`config.mk`:
```
export PLATFORM = sky130hd
export DESIGN_NAME = nobl_arbiter
export DESIGN_NICKNAME = d
export VERILOG_FILES = /design/src/rtl/nobl_arb_pkg.sv /design/src/rtl/nobl_arb_tag_fifo.sv /design/src/rtl/nobl_arbiter.sv
export SDC_FILE = /design/constraint.sdc
export NUM_CORES = 1
export LEC_CHECK = 0
export ABC_AREA = 1
export CAP_MARGIN = 40
export CORE_ASPECT_RATIO = 0.8
export CORE_MARGIN = 1
export CORE_UTILIZATION = 33
export DETAILED_ROUTE_END_ITERATION = 10
export GPL_ROUTABILITY_DRIVEN = 1
export PLACE_DENSITY = 0.83
export SETUP_SLACK_MARGIN = 0.3
export SYNTH_ARGS = -nofsm -noshare
export SYNTH_HDL_FRONTEND = slang
export SYNTH_HIERARCHICAL = 1
export SYNTH_SLANG_ARGS = --single-unit
```
`constraint.sdc`:
```
create_clock -name clk -period 3.5 [get_ports clk]
set_input_delay 0.7 -clock clk [delete_from_list [all_inputs] [get_ports clk]]
set_output_delay 0.7 -clock clk [all_outputs]
set_load 0.01 [all_outputs]
```
`src/rtl/nobl_arb_pkg.sv`:
```
// Shared constants and helpers for the SRAM port arbiter.
// The optional per-requester grant counters are enabled with NOBL_ARB_PERF_CNT_EN.
package nobl_arb_pkg;

  localparam int unsigned CNT_W       = 16;
  localparam int unsigned MAX_OUT_DEF = 6;

  // A requester ID needs at least one bit, even when there is only one requester.
  function automatic int unsigned tag_w(input int unsigned nreq);
    return (nreq > 1) ? $clog2(nreq) : 1;
  endfunction

endpackage

```
`src/rtl/nobl_arb_tag_fifo.sv`:
```
// In-order FIFO of requester IDs, one entry per read still waiting for its data.
module nobl_arb_tag_fifo
  import nobl_arb_pkg::*;
#(
  parameter int unsigned DEPTH_N = MAX_OUT_DEF,
  parameter int unsigned TAG_W   = 1
) (
  input  logic                           clk,
  input  logic                           rst,
  input  logic                           i_push,
  input  logic [TAG_W-1:0]               i_tag,
  input  logic                           i_pop,
  output logic [TAG_W-1:0]               o_tag,
  output logic                           o_empty,
  output logic                           o_full,
  output logic [$clog2(DEPTH_N+1)-1:0]   o_count
);

  localparam int unsigned CW = $clog2(DEPTH_N + 1);
  localparam int unsigned PW = (DEPTH_N > 1) ? $clog2(DEPTH_N) : 1;

  logic [TAG_W-1:0] r_mem [DEPTH_N];
  logic [PW-1:0]    r_wr;
  logic [PW-1:0]    r_rd;
  logic [CW-1:0]    r_count;
  logic             w_push;
  logic             w_pop;

  function automatic logic [PW-1:0] next_ptr(input logic [PW-1:0] p);
    return (p == PW'(DEPTH_N - 1)) ? '0 : p + 1'b1;
  endfunction

  // A full FIFO may still accept a push when the head leaves in the same cycle.
  assign w_push  = i_push & (~o_full | i_pop);
  assign w_pop   = i_pop & ~o_empty;
  assign o_empty = (r_count == '0);
  assign o_full  = (r_count == CW'(DEPTH_N));
  assign o_count = r_count;
  assign o_tag   = r_mem[r_rd];

  always_ff @(posedge clk) begin
    if (w_push) r_mem[r_wr] <= i_tag;
  end

  always_ff @(posedge clk) begin
    if (rst) begin
      r_wr    <= '0;
      r_rd    <= '0;
      r_count <= '0;
    end else begin
      if (w_push) r_wr <= next_ptr(r_wr);
      if (w_pop)  r_rd <= next_ptr(r_rd);
      r_count <= r_count + CW'(w_push) - CW'(w_pop);
    end
  end

endmodule

```
`src/rtl/nobl_arbiter.sv`:
```
// Round-robin arbiter sharing one SRAM port among NREQ requesters, with in-order read return.
// Define NOBL_ARB_PERF_CNT_EN to build saturating per-requester grant counters.
module nobl_arbiter
  import nobl_arb_pkg::*;
#(
  parameter int unsigned NREQ    = 2,
  parameter int unsigned WIDTH   = 18,
  parameter int unsigned DEPTH   = 19,
  parameter int unsigned MAX_OUT = MAX_OUT_DEF
) (
  input  logic                    clk,
  input  logic                    rst,
  input  logic [NREQ-1:0]         req_valid,
  input  logic [NREQ-1:0]         req_write,
  input  logic [NREQ*DEPTH-1:0]   req_addr,
  input  logic [NREQ*WIDTH-1:0]   req_wdata,
  output logic [NREQ-1:0]         req_grant,
  output logic [WIDTH-1:0]        rd_data,
  output logic [NREQ-1:0]         rd_valid,
  output logic [DEPTH-1:0]        address,
  output logic [WIDTH-1:0]        data_out,
  output logic                    write,
  output logic                    enable,
  input  logic [WIDTH-1:0]        data_in,
  input  logic                    data_in_valid,
  output logic                    err_orphan,
  output logic [NREQ*CNT_W-1:0]   grant_cnt
);

  localparam int unsigned TW = tag_w(NREQ);
  localparam int unsigned OW = $clog2(MAX_OUT + 1);

  logic [TW-1:0] r_ptr;
  logic [OW-1:0] r_quiet;
  logic          r_err;

  logic          w_gnt_found;
  logic [TW-1:0] w_gnt_idx;
  logic [TW:0]   w_idx;
  logic          w_rd_block;
  logic          w_push;
  logic          w_ret_live;
  logic          w_ret_ok;
  logic          w_orphan;
  logic [TW-1:0] w_pop_tag;
  logic          w_empty;
  logic          w_full;
  logic [OW-1:0] w_count;

  assign w_rd_block = w_full | (w_count == OW'(MAX_OUT));

  // Search starts at r_ptr and wraps; reads are skipped while the tag FIFO is full.
  always_comb begin
    w_gnt_found = 1'b0;
    w_gnt_idx   = '0;
    w_idx       = '0;
    for (int k = 0; k < NREQ; k++) begin
      w_idx = {1'b0, r_ptr} + (TW+1)'(k);
      if (w_idx >= (TW+1)'(NREQ)) w_idx = w_idx - (TW+1)'(NREQ);
      if (!w_gnt_found && req_valid[w_idx[TW-1:0]] &&
          (req_write[w_idx[TW-1:0]] || !w_rd_block)) begin
        w_gnt_found = 1'b1;
        w_gnt_idx   = w_idx[TW-1:0];
      end
    end
    if (rst) w_gnt_found = 1'b0;
  end

  always_comb begin
    req_grant = '0;
    address   = '0;
    data_out  = '0;
    write     = 1'b0;
    enable    = w_gnt_found;
    if (w_gnt_found) req_grant[w_gnt_idx] = 1'b1;
    for (int i = 0; i < NREQ; i++) begin
      if (req_grant[i]) begin
        write    = req_write[i];
        address  = req_addr[i*DEPTH +: DEPTH];
        data_out = req_wdata[i*WIDTH +: WIDTH];
      end
    end
  end

  assign w_push = w_gnt_found & ~req_write[w_gnt_idx];

  // Returns in the first MAX_OUT cycles after reset belong to reads dropped by the reset.
  assign w_ret_live = data_in_valid & ~rst & (r_quiet == '0);
  assign w_ret_ok   = w_ret_live & ~w_empty;
  assign w_orphan   = w_ret_live & w_empty;

  always_comb begin
    rd_valid = '0;
    if (w_ret_ok) rd_valid[w_pop_tag] = 1'b1;
  end

  assign rd_data    = data_in;
  assign err_orphan = r_err;

  always_ff @(posedge clk) begin
    if (rst) begin
      r_ptr   <= '0;
      r_quiet <= OW'(MAX_OUT);
      r_err   <= 1'b0;
    end else begin
      if (w_gnt_found) r_ptr <= (w_gnt_idx == TW'(NREQ - 1)) ? '0 : w_gnt_idx + 1'b1;
      if (r_quiet != '0) r_quiet <= r_quiet - 1'b1;
      if (w_orphan) r_err <= 1'b1;
    end
  end

  nobl_arb_tag_fifo #(
    .DEPTH_N (MAX_OUT),
    .TAG_W   (TW)
  ) u_tag_fifo (
    .clk     (clk),
    .rst     (rst),
    .i_push  (w_push),
    .i_tag   (w_gnt_idx),
    .i_pop   (w_ret_ok),
    .o_tag   (w_pop_tag),
    .o_empty (w_empty),
    .o_full  (w_full),
    .o_count (w_count)
  );

`ifdef NOBL_ARB_PERF_CNT_EN
  logic [CNT_W-1:0] r_cnt [NREQ];

  always_ff @(posedge clk) begin
    for (int i = 0; i < NREQ; i++) begin
      if (rst) r_cnt[i] <= '0;
      else if (req_grant[i] && (r_cnt[i] != '1)) r_cnt[i] <= r_cnt[i] + 1'b1;
    end
  end

  always_comb begin
    grant_cnt = '0;
    for (int i = 0; i < NREQ; i++) grant_cnt[i*CNT_W +: CNT_W] = r_cnt[i];
  end
`else
  assign grant_cnt = '0;
`endif

endmodule

```
==> impl_metrics.ini, run 1 <==
[pwr]
p_clk_share_pct = 14.0
switchingPower_uw = 444
leakage_nw = 1.92
cellPowerDensity_mw_per_mm2 = 326
power.internal_uw = 744
seqPwrFrac_pct = 27.0
peakVddDrop_v = 0.000190
combPwrFrac_pct = 59.0
switching_share_pct = 37.3

[sta]
tns_ns = 0
setup_viol = 0
finalHoldViolations = 0
rsz0062_at_grt = true
period_share_pct = 91.7
fmax_mhz = 312
maxSlewViolCount = 0
layout_min_cycle_time_ns = 3.21
finClkSkew_ns = 0.00866

[finish]
drive_gt1_share_pct = 16.7
fillers = 597
layout.cells.non_filler = 552
multi_input_area_mm2 = 0.00126
insertedDiodeCount = 0
fin_nets = 573
syn2layout_area_growth_pct = 62.2
seq_area_um2 = 520

[global_routing]
grt_pass1_wl_um = 10100
grtUsageTotal_pct = 17.8
grt_max_degree = 29
gr-total-overflow = 0
grt_pass1_vias = 2282
antenna_found_initial = 0

[clock_tree]
cts_made_buffers = 3
cts-htree-levels = 1
clock_sinks = 23
ctsRootBufferMaster = clkbuf_8
clk_path_buf_depth = 2
cts_tree = done
path_clk_slew_ns = 0.08
clock_latency_ns = 0.27

[yosys]
syn-cell-area_mm2 = 0.00224
yosysUniqueCellTypes = 34
avgSynthCellArea_um2 = 6.51
synthFlopType = dfxtp_1
ys_ff_latch = 23
seq_area_frac_synth_pct = 23.2
synth_edf_count = 6
yosysWarningCount = 6
async_flop_share_pct = 0
synthCells = 345

[setup_path]
crit_fanout = 10
cp.required_ns = 2.80
crit_start = req_write[1]
path_class = input port to primary output
arrival_ns = 2.51
rr_startpoint = u_tag_fifo/o_count[1]
critPathLaunchType = input port
cp-end-kind = primary output
worst_r2r_path_depth = 19

[worst_hold_path]
min_path_type = flop to flop
hold_start = err_orphan
hold_depth = 2

[run]
cap_violations = 0

[detailed_routing]
dr.pass1.iters = 4
wl_per_cell_um = 12.7
drt_iter0_drc = 92
routed_wl_um = 6990
avgViaCountPerCell = 4.65
vias = 2568
ant_nets = 0
drc = 0

[die]
die_x_um = 94.2
die-area_mm2 = 0.00714
boundaryPins = 193
die_y_um = 75.8
initial_core_util_pct = 34.7
core_region_area_mm2 = 0.00647
rows = 26

[placed_design]
routabilityCongestion = 0.816
placed_cells = 524
portBuffers = 124
post-dp-hpwl_um = 4870

[run_status]
status = finished clean
## metrics by stage
stage / utilization [%] / setup WS (ns) / hold slack (ns) / total power [mW] / cell area (µm²)
2_1_floorplan: - / 0.799 / 0.446 / 0.686 / 2360
6_report: 56.2 / 0.291 / 0.453 / 1.19 / 3640
5_1_grt: 56.2 / 0.155 / 0.484 / 1.28 / 3640
4_1_cts: 55.7 / 0.253 / 0.456 / 1.19 / 3610
3_3_place_gp: 51.3 / 0.0683 / 0.440 / 0.919 / 3320
3_5_place_dp: 51.3 / 0.00863 / 0.444 / 0.933 / 3320
## synthesized netlist by cell type, types with 4 or more instances
library cell | number | area [µm²]
buf_2 | 9 | 45.0
buf_4 | 58 | 435
nand2_1 | 69 | 259
nor2_1 | 22 | 82.6
inv_1 | 29 | 109
ha_1 | 4 | 50.1
nand3_1 | 88 | 440
dfxtp_1 | 17 | 340
edfxtp_1 | 6 | 180
nor3_1 | 6 | 30.0
a21oi_1 | 8 | 40.0
## power by group through the flow
| stage | Combinational, mW | Clock (mW) | Sequential (mW) |
|---|---|---|---|
| 3_3_place_gp | 0.594 | 0 | 0.325 |
| 4_1_cts | 0.694 | 0.171 | 0.320 |
| 3_5_place_dp | 0.607 | 0 | 0.326 |
| 2_1_floorplan | 0.368 | 0 | 0.318 |
| 6_report | 0.701 | 0.166 | 0.321 |
| 5_1_grt | 0.765 | 0.186 | 0.324 |
## final cells by class
type	instances	area share, %
Timing Repair Buffer	157	43.8
Tap cell	84	2.89
Sequential cell	23	14.3
Clock buffer	3	1.13
Clock inverter	1	0.206
Inverter	30	3.09
Multi-Input combinational cell	254	34.5
## per-layer routing
metal | global-route usage, % | up-vias | part of all wire (%)
met2 | 29.6 | 105 | 49
met3 | 4.19 | 8 | 7.3
met1 | 23.0 | 1168 | 42
li1 | - | 1287 | -
met4 | 5.47 | 0 | 1.2
met5 | 0 | - | 0
## cell usage in the layout (no fill, tap or decap), types with 2 or more instances in the layout
cell	count
nand3_1	88
clkdlybuf4s50_1	80
nand2_1	66
conb_1	32
inv_1	27
nor2_1	22
dfxtp_1	17
buf_4	16
buf_2	15
dlygate4sd2_1	11
dlymetal6s2s_1	11
a21oi_1	7
clkbuf_2	7
nand2_2	6
nor3_1	6
buf_6	6
edfxtp_1	6
buf_12	5
ha_1	4
inv_2	3
o21ai_0	3
clkbuf_8	3
buf_16	3
a21oi_4	2
bufbuf_16	2
nand3_2	2
nor2_2	2
## path summary, 6_finish.rpt
path | slack (ns) | to
worst max-delay path | 0.29 | data_out[3]
worst min-delay path | 0.45 | err_orphan
worst max register to register | 0.62 | u_tag_fifo/o_count[2]
worst min register to register | 0.45 | err_orphan
## what timing repair did
| action | 4_1_cts | 5_1_grt |
|---|---|---|
| gates resized for setup | 91 | 30 |
| hold buffers | 0 | 0 |
| endpoints found under the setup margin | 41 | 28 |
| pin swaps | 4 | 3 |
| cloned | 5 | 0 |
| buffers inserted | 14 | 5 |
## worst max-delay path: stages
cell and delay [ns]:
dlygate4sd2_1 0.25, inv_2 0.06, nand2_1 0.04, o21ai_1 0.09
nand2_1 0.10, nand2_2 0.10, buf_4 0.13, nand2_1 0.07
nand2_2 0.11, buf_6 0.15, nand3_1 0.09, nand2_1 0.07
clkdlybuf4s50_1 0.53
## logic make-up after synthesis
kind of cell	count (synthesis)	share of synthesized area [%]
simple gates	198	41.2
flops	23	23.2
compound gates	17	4.74
xor+xnor	2	0.781
other cells	1	0.167
buf+inv	99	26.8
fa+ha+maj	5	3.12
No activity file was read; power rests on OpenSTA's default activity.
==> run 2: changes to the inputs <==
CTS_CLUSTER_SIZE = 12   (was not set)
SKIP_CTS_REPAIR_TIMING = 1   (was not set)
==> run 2 against run 1 <==
  * Final cell count is 3.3% lower
  * Combinational power is 8.3% lower
  * Register-to-register slack better by 0.21 ns
  * Critical endpoint is now data_out[16]
  * Largest cell class unchanged
  * Highest routed layer unchanged
==> impl_metrics.ini, run 2 (synthesis gave the netlist of run 1 again) <==
[pwr]
power.internal_uw = 703
peakVddDrop_v = 0.000183
p_clk_share_pct = 14.5
seqPwrFrac_pct = 28.4
leakage_nw = 2.09
combPwrFrac_pct = 57.1
switching_share_pct = 37.7
switchingPower_uw = 424
cellPowerDensity_mw_per_mm2 = 316

[die]
core_region_area_mm2 = 0.00647
die-area_mm2 = 0.00714
die_y_um = 75.8
boundaryPins = 193
initial_core_util_pct = 34.7
rows = 26
die_x_um = 94.2

[sta]
worst_slack_ns = 0.416
hold_ws_ns = 0.453
setup_viol = 0
finalHoldViolations = 0
period_share_pct = 88.1
tns_ns = 0
rsz0062_at_grt = false
maxSlewViolCount = 0
fmax_mhz = 324
layout_min_cycle_time_ns = 3.08
finClkSkew_ns = 0.00555

[finish]
drive_gt1_share_pct = 9.78
syn2layout_area_growth_pct = 59.1
insertedDiodeCount = 0
fin_util_pct = 55.2
mostFrequentLayoutCells = 88 x nand3_1, 83 x clkdlybuf4s50_1, 66 x nand2_1, 33 x dlymetal6s2s_1, 32 x conb_1
layout.cells.non_filler = 534
fin_nets = 555
final_common_cell = nand3_1

[setup_path]
path_class = input port to primary output
critPathLaunchType = input port
worst_r2r_path_depth = 17
endpoint = data_out[16]
arrival_ns = 2.38
cp_cell_sequence = clkdlybuf4s50_1, inv_1, nand2_1, o21ai_1, nand2_1, nand2_2, a21oi_4, buf_12, clkbuf_16, nand3_1, nand2_1, dlymetal6s2s_1
max_stage_delay_ns = 0.48
cp-end-kind = primary output
worst-path-buf-inv = 5
crit_slowest_cell = clkdlybuf4s50_1
reg2reg_to = u_tag_fifo/o_count[2]
rr_startpoint = u_tag_fifo/o_count[1]
crit_top_cell = nand2_1
path_delay_family = buffers and inverters
crit_fanout = 28
crit_start = req_write[1]
r2r_slack_ns = 0.83
worst-path-stages = 12
cp.required_ns = 2.80

[global_routing]
grt_max_degree = 58
grt_pass1_vias = 2097
antenna_found_initial = 0
grt_pass1_wl_um = 8860
grtUsageTotal_pct = 15.3
gr-total-overflow = 0

[clock_tree]
path_clk_slew_ns = 0.08
clock_sinks = 23
cts_made_buffers = 3
clk_path_buf_depth = 2
cts-htree-levels = 1
ctsRootBufferMaster = clkbuf_8
clock_latency_ns = 0.26
cts_tree = done

[worst_hold_path]
min_path_type = flop to flop

[detailed_routing]
drt_iter0_drc = 80
ant_nets = 0
drc = 0
vias = 2461
routed_wl_um = 6640
avgViaCountPerCell = 4.61
dr.pass1.iters = 4
wl_per_cell_um = 12.4

[run_status]
status = finished clean

[placed_design]
post-dp-hpwl_um = 4870
portBuffers = 124
placed_cells = 524
routabilityCongestion = 0.816
post-place-ws_ns = 0.00863

[run]
cap_violations = 0
## run 2: cell count changes in the layout (fill, tap and decap cells not counted), moves of 2 or more
cell	delta
dlygate4sd2_1	-11
bufbuf_16	-2
buf_16	-3
clkdlybuf4s50_1	+3
buf_6	-5
inv_1	+2
buf_4	-11
inv_2	-2
dlymetal6s2s_1	+22
clkbuf_16	+4
buf_2	-15
## run 2: routing by layer
layer | up-vias | wire, µm | track usage, %
li1 | 1247 | - | -
met1 | 1123 | 2860 | 18.5
met2 | 87 | 3340 | 27.7
met3 | 4 | 394 | 3.79
met4 | 0 | 39 | 3.08
met5 | - | 0 | 0
## run 2: worst reg2reg max path, stage by stage, from the launching register on
cell and delay, ns:
dfxtp_1 0.40, nand2_2 0.10, nor2_4 0.12, inv_1 0.05, nand2_1 0.09, nand2_1 0.08
buf_4 0.14, nand3_1 0.07, nand2_2 0.11, buf_4 0.19, nand3_1 0.11, nand2_2 0.10
nand2_8 0.11, inv_1 0.05, ha_1 0.20, fa_1 0.40, nor3_2 0.19, nor3_1 0.07
## run 2: stage by stage
stage                     area [µm²]  power (mW)
after detailed placement        3320       0.933
after CTS                       3370        1.10
after global placement          3320       0.919
after floorplan                 2360       0.686
final                           3570        1.13
after global routing            3570        1.21
## run 2: power by group through the flow
stage               sequential [mW]  clock [mW]  combinational, mW
global route                  0.324       0.185              0.705
finish                        0.320       0.164              0.643
floorplan                     0.318           0              0.368
CTS                           0.320       0.171              0.610
detailed placement            0.326           0              0.607
global placement              0.325           0              0.594
## run 2: final cells by class
| type | count | area, µm² |
|---|---|---|
| tap | 84 | 105 |
| clock inverter | 1 | 7.51 |
| fill | 608 | 2900 |
| sequential | 23 | 520 |
| clock buffer | 3 | 41.3 |
| timing repair buffer | 139 | 1530 |
| multi-input combinational | 254 | 1250 |
| inverter | 30 | 113 |
## run 2: worst min-delay path by stage
stage | start | cells past startpoint | endpoint | slack [ns]
2_1_floorplan | r_quiet[1] | 2 | r_quiet[1] | 0.45
3_3_place_gp | err_orphan | 2 | err_orphan | 0.44
3_5_place_dp | err_orphan | 2 | err_orphan | 0.44
4_1_cts | err_orphan | 2 | err_orphan | 0.46
5_1_grt | err_orphan | 2 | err_orphan | 0.48
6_report | err_orphan | 2 | err_orphan | 0.45
==> run 3: changes to the inputs <==
SKIP_CTS_REPAIR_TIMING = not set   (was 1)
==> results of run 3 <==
Same layout as run 1: the final DEF is identical, and so are final timing and power.
